## config.mk

```make
export PLATFORM = sky130hd
export DESIGN_NAME = exu_mul_pipe
export DESIGN_NICKNAME = d
export VERILOG_FILES = /design/src/rtl/exu_mul_pipe.sv
export SDC_FILE = /design/constraint.sdc
export NUM_CORES = 2
export LEC_CHECK = 0
export CORE_MARGIN = 10
export CORE_UTILIZATION = 50
export CTS_CLUSTER_SIZE = 16
export DETAILED_ROUTE_END_ITERATION = 8
export PLACE_DENSITY = 0.71
export RECOVER_POWER = 100
export SETUP_SLACK_MARGIN = 0.3
export SLEW_MARGIN = 20
export SYNTH_ARGS = -nofsm -noshare
export SYNTH_HDL_FRONTEND = slang
export SYNTH_SLANG_ARGS = --single-unit
```

## constraint.sdc

```tcl
create_clock -name clk -period 22.4 [get_ports clk]
set_input_delay 2.24 -clock clk [delete_from_list [all_inputs] [get_ports clk]]
set_output_delay 2.24 -clock clk [all_outputs]
set_load 0.005 [all_outputs]
```

## src/rtl/exu_mul_pipe.sv

```systemverilog
// Pipelined integer multiplier for the EXU: parametrised width and depth, RV64 word ops,
// flush, tag tracking and load-result bypass into E1.
module exu_mul_pipe #(
  parameter int unsigned XLEN   = 32,
  parameter int unsigned STAGES = 3,
  parameter int unsigned TAG_W  = 5
) (
  input  logic             clk,
  input  logic             rst_l,
  input  logic             freeze,
  input  logic             flush,
  input  logic             valid_in,
  input  logic             rs1_sign,
  input  logic             rs2_sign,
  input  logic             low,
  input  logic             word,
  input  logic             byp_rs1,
  input  logic             byp_rs2,
  input  logic [TAG_W-1:0] tag_in,
  input  logic [XLEN-1:0]  a,
  input  logic [XLEN-1:0]  b,
  input  logic [XLEN-1:0]  lsu_result,
  output logic             out_valid,
  output logic [TAG_W-1:0] out_tag,
  output logic [XLEN-1:0]  out,
  output logic             busy
);

  localparam int unsigned PW = 2 * XLEN;
  // Product registers E3..E(STAGES); the last one feeds the result mux.
  localparam int unsigned NP = STAGES - 2;

  typedef struct packed {
    logic [TAG_W-1:0] tag;
    logic             rs1_sign;
    logic             rs2_sign;
    logic             low;
    logic             word;
    logic             byp_rs1;
    logic             byp_rs2;
    logic [XLEN-1:0]  a;
    logic [XLEN-1:0]  b;
  } e1_t;

  typedef struct packed {
    logic [TAG_W-1:0] tag;
    logic             low;
    logic             word;
    logic [XLEN:0]    ax;
    logic [XLEN:0]    bx;
  } e2_t;

  typedef struct packed {
    logic [TAG_W-1:0] tag;
    logic             low;
    logic             word;
    logic [PW-1:0]    prod;
  } ep_t;

  logic [STAGES-1:0] vld_q, vld_d;
  e1_t               e1_q, e1_d;
  e2_t               e2_q, e2_d;
  ep_t               ep_q [NP];
  ep_t               ep_d [NP];

  logic [XLEN-1:0]   a_sel, b_sel;
  logic              word_eff;
  logic signed [PW-1:0] ax_w, bx_w;
  logic [PW-1:0]     prod;
  ep_t               last;

  // Extend to XLEN+1 bits so signed and unsigned operands share one signed multiplier.
  function automatic logic [XLEN:0] ext(input logic [XLEN-1:0] x, input logic sgn,
                                        input logic w);
    logic [XLEN-1:0] xw;
    if (w) begin
      if (sgn) xw = XLEN'($signed(x[31:0]));
      else     xw = XLEN'(x[31:0]);
    end else begin
      xw = x;
    end
    return {sgn & xw[XLEN-1], xw};
  endfunction

  always_comb begin
    a_sel    = e1_q.byp_rs1 ? lsu_result : e1_q.a;
    b_sel    = e1_q.byp_rs2 ? lsu_result : e1_q.b;
    word_eff = e1_q.word && (XLEN == 64);
    // Low 2*XLEN bits of the (XLEN+1)x(XLEN+1) signed product; upper bits are never selected.
    ax_w     = PW'($signed(e2_q.ax));
    bx_w     = PW'($signed(e2_q.bx));
    prod     = ax_w * bx_w;
  end

  always_comb begin
    vld_d = vld_q;
    e1_d  = e1_q;
    e2_d  = e2_q;
    for (int k = 0; k < NP; k++) ep_d[k] = ep_q[k];

    if (flush)        vld_d = '0;
    else if (!freeze) vld_d = {vld_q[STAGES-2:0], valid_in};

    // Data regs only move when a valid op moves into them.
    if (!freeze) begin
      if (valid_in) begin
        e1_d.tag      = tag_in;
        e1_d.rs1_sign = rs1_sign;
        e1_d.rs2_sign = rs2_sign;
        e1_d.low      = low;
        e1_d.word     = word;
        e1_d.byp_rs1  = byp_rs1;
        e1_d.byp_rs2  = byp_rs2;
        e1_d.a        = a;
        e1_d.b        = b;
      end
      if (vld_q[0]) begin
        e2_d.tag  = e1_q.tag;
        e2_d.low  = e1_q.low;
        e2_d.word = word_eff;
        e2_d.ax   = ext(a_sel, e1_q.rs1_sign, word_eff);
        e2_d.bx   = ext(b_sel, e1_q.rs2_sign, word_eff);
      end
      if (vld_q[1]) begin
        ep_d[0].tag  = e2_q.tag;
        ep_d[0].low  = e2_q.low;
        ep_d[0].word = e2_q.word;
        ep_d[0].prod = prod;
      end
      for (int k = 1; k < NP; k++) begin
        if (vld_q[k+1]) ep_d[k] = ep_q[k-1];
      end
    end
  end

  always_ff @(posedge clk or negedge rst_l) begin
    if (!rst_l) begin
      vld_q <= '0;
      e1_q  <= '0;
      e2_q  <= '0;
      for (int k = 0; k < NP; k++) ep_q[k] <= '0;
    end else begin
      vld_q <= vld_d;
      e1_q  <= e1_d;
      e2_q  <= e2_d;
      for (int k = 0; k < NP; k++) ep_q[k] <= ep_d[k];
    end
  end

  always_comb begin
    last = ep_q[NP-1];
    if (last.word) begin
      if (last.low) out = XLEN'($signed(last.prod[31:0]));
      else          out = XLEN'($signed(last.prod[63:32]));
    end else begin
      if (last.low) out = last.prod[XLEN-1:0];
      else          out = last.prod[2*XLEN-1:XLEN];
    end
    out_tag   = last.tag;
    out_valid = vld_q[STAGES-1];
    busy      = |vld_q;
  end

endmodule

```

==> summary.txt <==
Clocking
  • Post-CTS Setup Bufs: 0
  • Post-CTS sizing: 0
  • CTS tree: yes
  • Htree depth: 1
  • TritonCTS Buffers: 24
  • Clk root buf: clkbuf_16
  • Bufs on Longest Clock Path: 3
  • CTS clk-pin slew, worst paths: around 80 ps
  • Worst-skew pair later-pin latency: roughly 580 ps
  • Clock sinks: about 220
  • Hold Buf Count CTS: 0

Synth
  • Ys async rst share: 100%
  • Cells after synthesis: between 4000 and 5000
  • Cell area after synthesis: 0.0472 mm²
  • Post-synth EDFFs: 0
  • Cell taking the most area after synthesis: fa_1
  • Post-synth cell types: 60
  • Post-synthesis area per instance: 9.60 µm²
  • Register area share after synthesis: 11.6%
  • Synth Net Count: roughly 6400
  • Post-synth top area share: 47.7%
  • Top post-synthesis cells by area: fa_1, dfrtp_1, inv_1, and2_1, nand2_1
  • Synth Register Bits: around 220
  • Warning count from the yosys run: 0
  • Post-synth top flop: dfrtp_1

Cells and area
  • Fill cells: between 8000 and 9000
  • Layout area overhead: 7.04%
  • Most frequent cells in the layout: fa_1, inv_1, nand2_1
  • Total inserted antenna cells: 0
  • Final #Nets: approximately 6300
  • Layout cell share with drive strength beyond 1: around 4.3%
  • Most common cell after layout, fill and taps aside: fa_1
  • Register Area: ~0.0055 mm²
  • Multi-input logic area: ~0.037 mm²

Global route
  • First-pass GRT wire length: 194000 µm
  • Total GRT Usage: between 20% and 30%
  • Grt total ovfl: 0
  • Largest net degree at the start of global routing: 121
  • Vias in the first global route: ~36000
  • Initial antenna violation count: 0

Timing
  • Max Clk Rate: a little under 0.1 GHz
  • RSZ-0062 raised after global routing: false
  • Max-slew headroom: -237%
  • Final Setup Violations: 0
  • Worst setup margin: 12290 ps
  • Final period utilization: between 40% and 50%
  • TNS Setup: 0 ps
  • Max Slew Vio Count: ~630
  • Fin. Hold Viols: 0
  • Post-route clock skew: 30.6 ps
  • Crit path time final: 10110 ps
  • Worst Tran Pin Value: just over 5000 ps

Setup path
  • Crit-path slowest cell: a2111oi_0
  • Crit Path Class: reg2reg
  • CP delay by family, top: adder cells
  • Crit-path max cell delay: approximately 1300 ps
  • Crit-path max FO: 33
  • Crit end category: flop
  • CP most frequent cell: fa_1
  • WP data required: roughly 23000 ps
  • Crit start category: flop
  • CP bufs+invs: 7
  • Worst EP arrival: around 10000 ps

Drt
  • DRT Wirelength: around 120000 µm
  • Avg WL per Cell: about 19 µm
  • Via count: between 30000 and 40000
  • Initial DRC count: roughly 1900
  • Routed Antenna Nets: 0
  • Avg Vias per Cell: around 5.3
  • Remaining DRCs: 0
  • Router iterations before antenna repair: 6

Floorplan
  • Chip Height: roughly 330 µm
  • Initial Utilization: 50.5%
  • Core area: approximately 0.093 mm²
  • Die extent in x: 327 µm
  • Ports: 151
  • # rows: between 100 and 150
  • Die area: approximately 0.11 mm²

Job
  • Max cap viols: 10

Status
  • Status: finished with violations
  • Failing checks: capacitance limit, slew limit

Place
  • Pre-CTS setup slack: around 13000 ps
  • Detail Placement HPWL: roughly 95000 µm
  • Buffers added on ports: 149
  • Placer Congestion: 0.894

Worst hold path
  • Hold crit path type: reg2reg
layer usage:
layer / share of wire [%] / routed length [µm] / up-vias / track usage, %
li1: - / - / 14300 / -
met5: 0 / 0 / - / 0
met3: 5.3 / 6190 / 251 / 2.38
met2: 51 / 60000 / 988 / 39.7
met4: 3.1 / 3670 / 0 / 6.40
met1: 40 / 46900 / 17200 / 29.1
cells in the mapped netlist (2+ instances only):
cell / n
and2_1: 547
a31oi_1: 6
o211a_1: 4
buf_4: 5
o31ai_1: 4
nand2b_1: 13
o21ai_0: 151
fa_1: 1125
mux2_2: 106
o2111ai_1: 2
a41oi_1: 2
or3_1: 4
a211o_1: 2
o21ai_1: 7
a21o_1: 21
nor3_1: 10
dfrtp_1: 219
xnor2_1: 47
mux2i_1: 66
clkbuf_1: 262
a211oi_1: 8
o21bai_1: 19
xor2_1: 29
nand4_1: 11
nand3_1: 13
nand2_1: 740
and3_1: 3
a21oi_1: 74
o22ai_1: 2
inv_1: 1096
o211ai_1: 4
o21a_1: 10
nor2b_1: 29
or2_2: 2
buf_1: 9
nor4_1: 3
nor2_1: 31
ha_1: 212
layout make-up:
| type | instances | area share (%) |
|---|---|---|
| Clock buffer | 33 | 1.35 |
| Clock inverter | 10 | 0.240 |
| Inverter | 1096 | 8.14 |
| Multi-Input combinational cell | 3329 | 72.3 |
| Sequential cell | 219 | 10.8 |
| Tap cell | 1254 | 3.10 |
| Timing Repair Buffer | 224 | 4.00 |
sequential cells by signal, summed over array words and instances (netlist names):
register,flops
bx_w,33
e2_q,6
vld_q,3
ep_q,65
e1_q,74
out_tag,5
ax_w,33
cell families (layout without fill, tap and decap cells):
logic type                 count (synthesis)  count (layout)  synth area share, %
xor gates and xnor gates                  76              76                 1.41
muxes                                    172             172                 3.93
buffers and inverters                   1372            1363                 10.9
DFF                                      219             219                 11.6
and+or+nand+nor                         1411            1411                 14.6
adders and majority gates               1337            1337                 53.3
AOI/OAI and AO/OA                        333             333                 4.24
through the flow:
stage                     util, %  std cells  instance area, µm²  hold WS (ps)
after floorplan                 -       4920               47200           433
after global placement       53.3       6122               49800           443
after detailed placement     53.3       6122               49800           450
after CTS                    54.2       6165               50600           462
after global routing         54.1       6165               50600           475
final                        54.1       6165               50600           456
final timing paths:
check | start | end | slack, ps | cells past startpoint
setup / recovery | bx_w[0] | ep_q[61] | 12290 | 27
hold reg to reg | e2_q[67] | ep_q[65] | 460 | 2
hold / removal | e2_q[67] | ep_q[65] | 460 | 2
max in group asynchronous | rst_l | ep_q[58] | 13740 | 2
setup reg to reg | bx_w[0] | ep_q[61] | 12290 | 27
min in group asynchronous | rst_l | out_tag[1] | 3470 | 1
tightest hold or removal path, delay by kind of cell, from the launching register on:
family,cells,cell delay (ps)
simple gates,2,100
flops,1,340
Power is not shown: default switching activity piles up to over one toggle a cycle in this logic, so the estimate is an artifact.
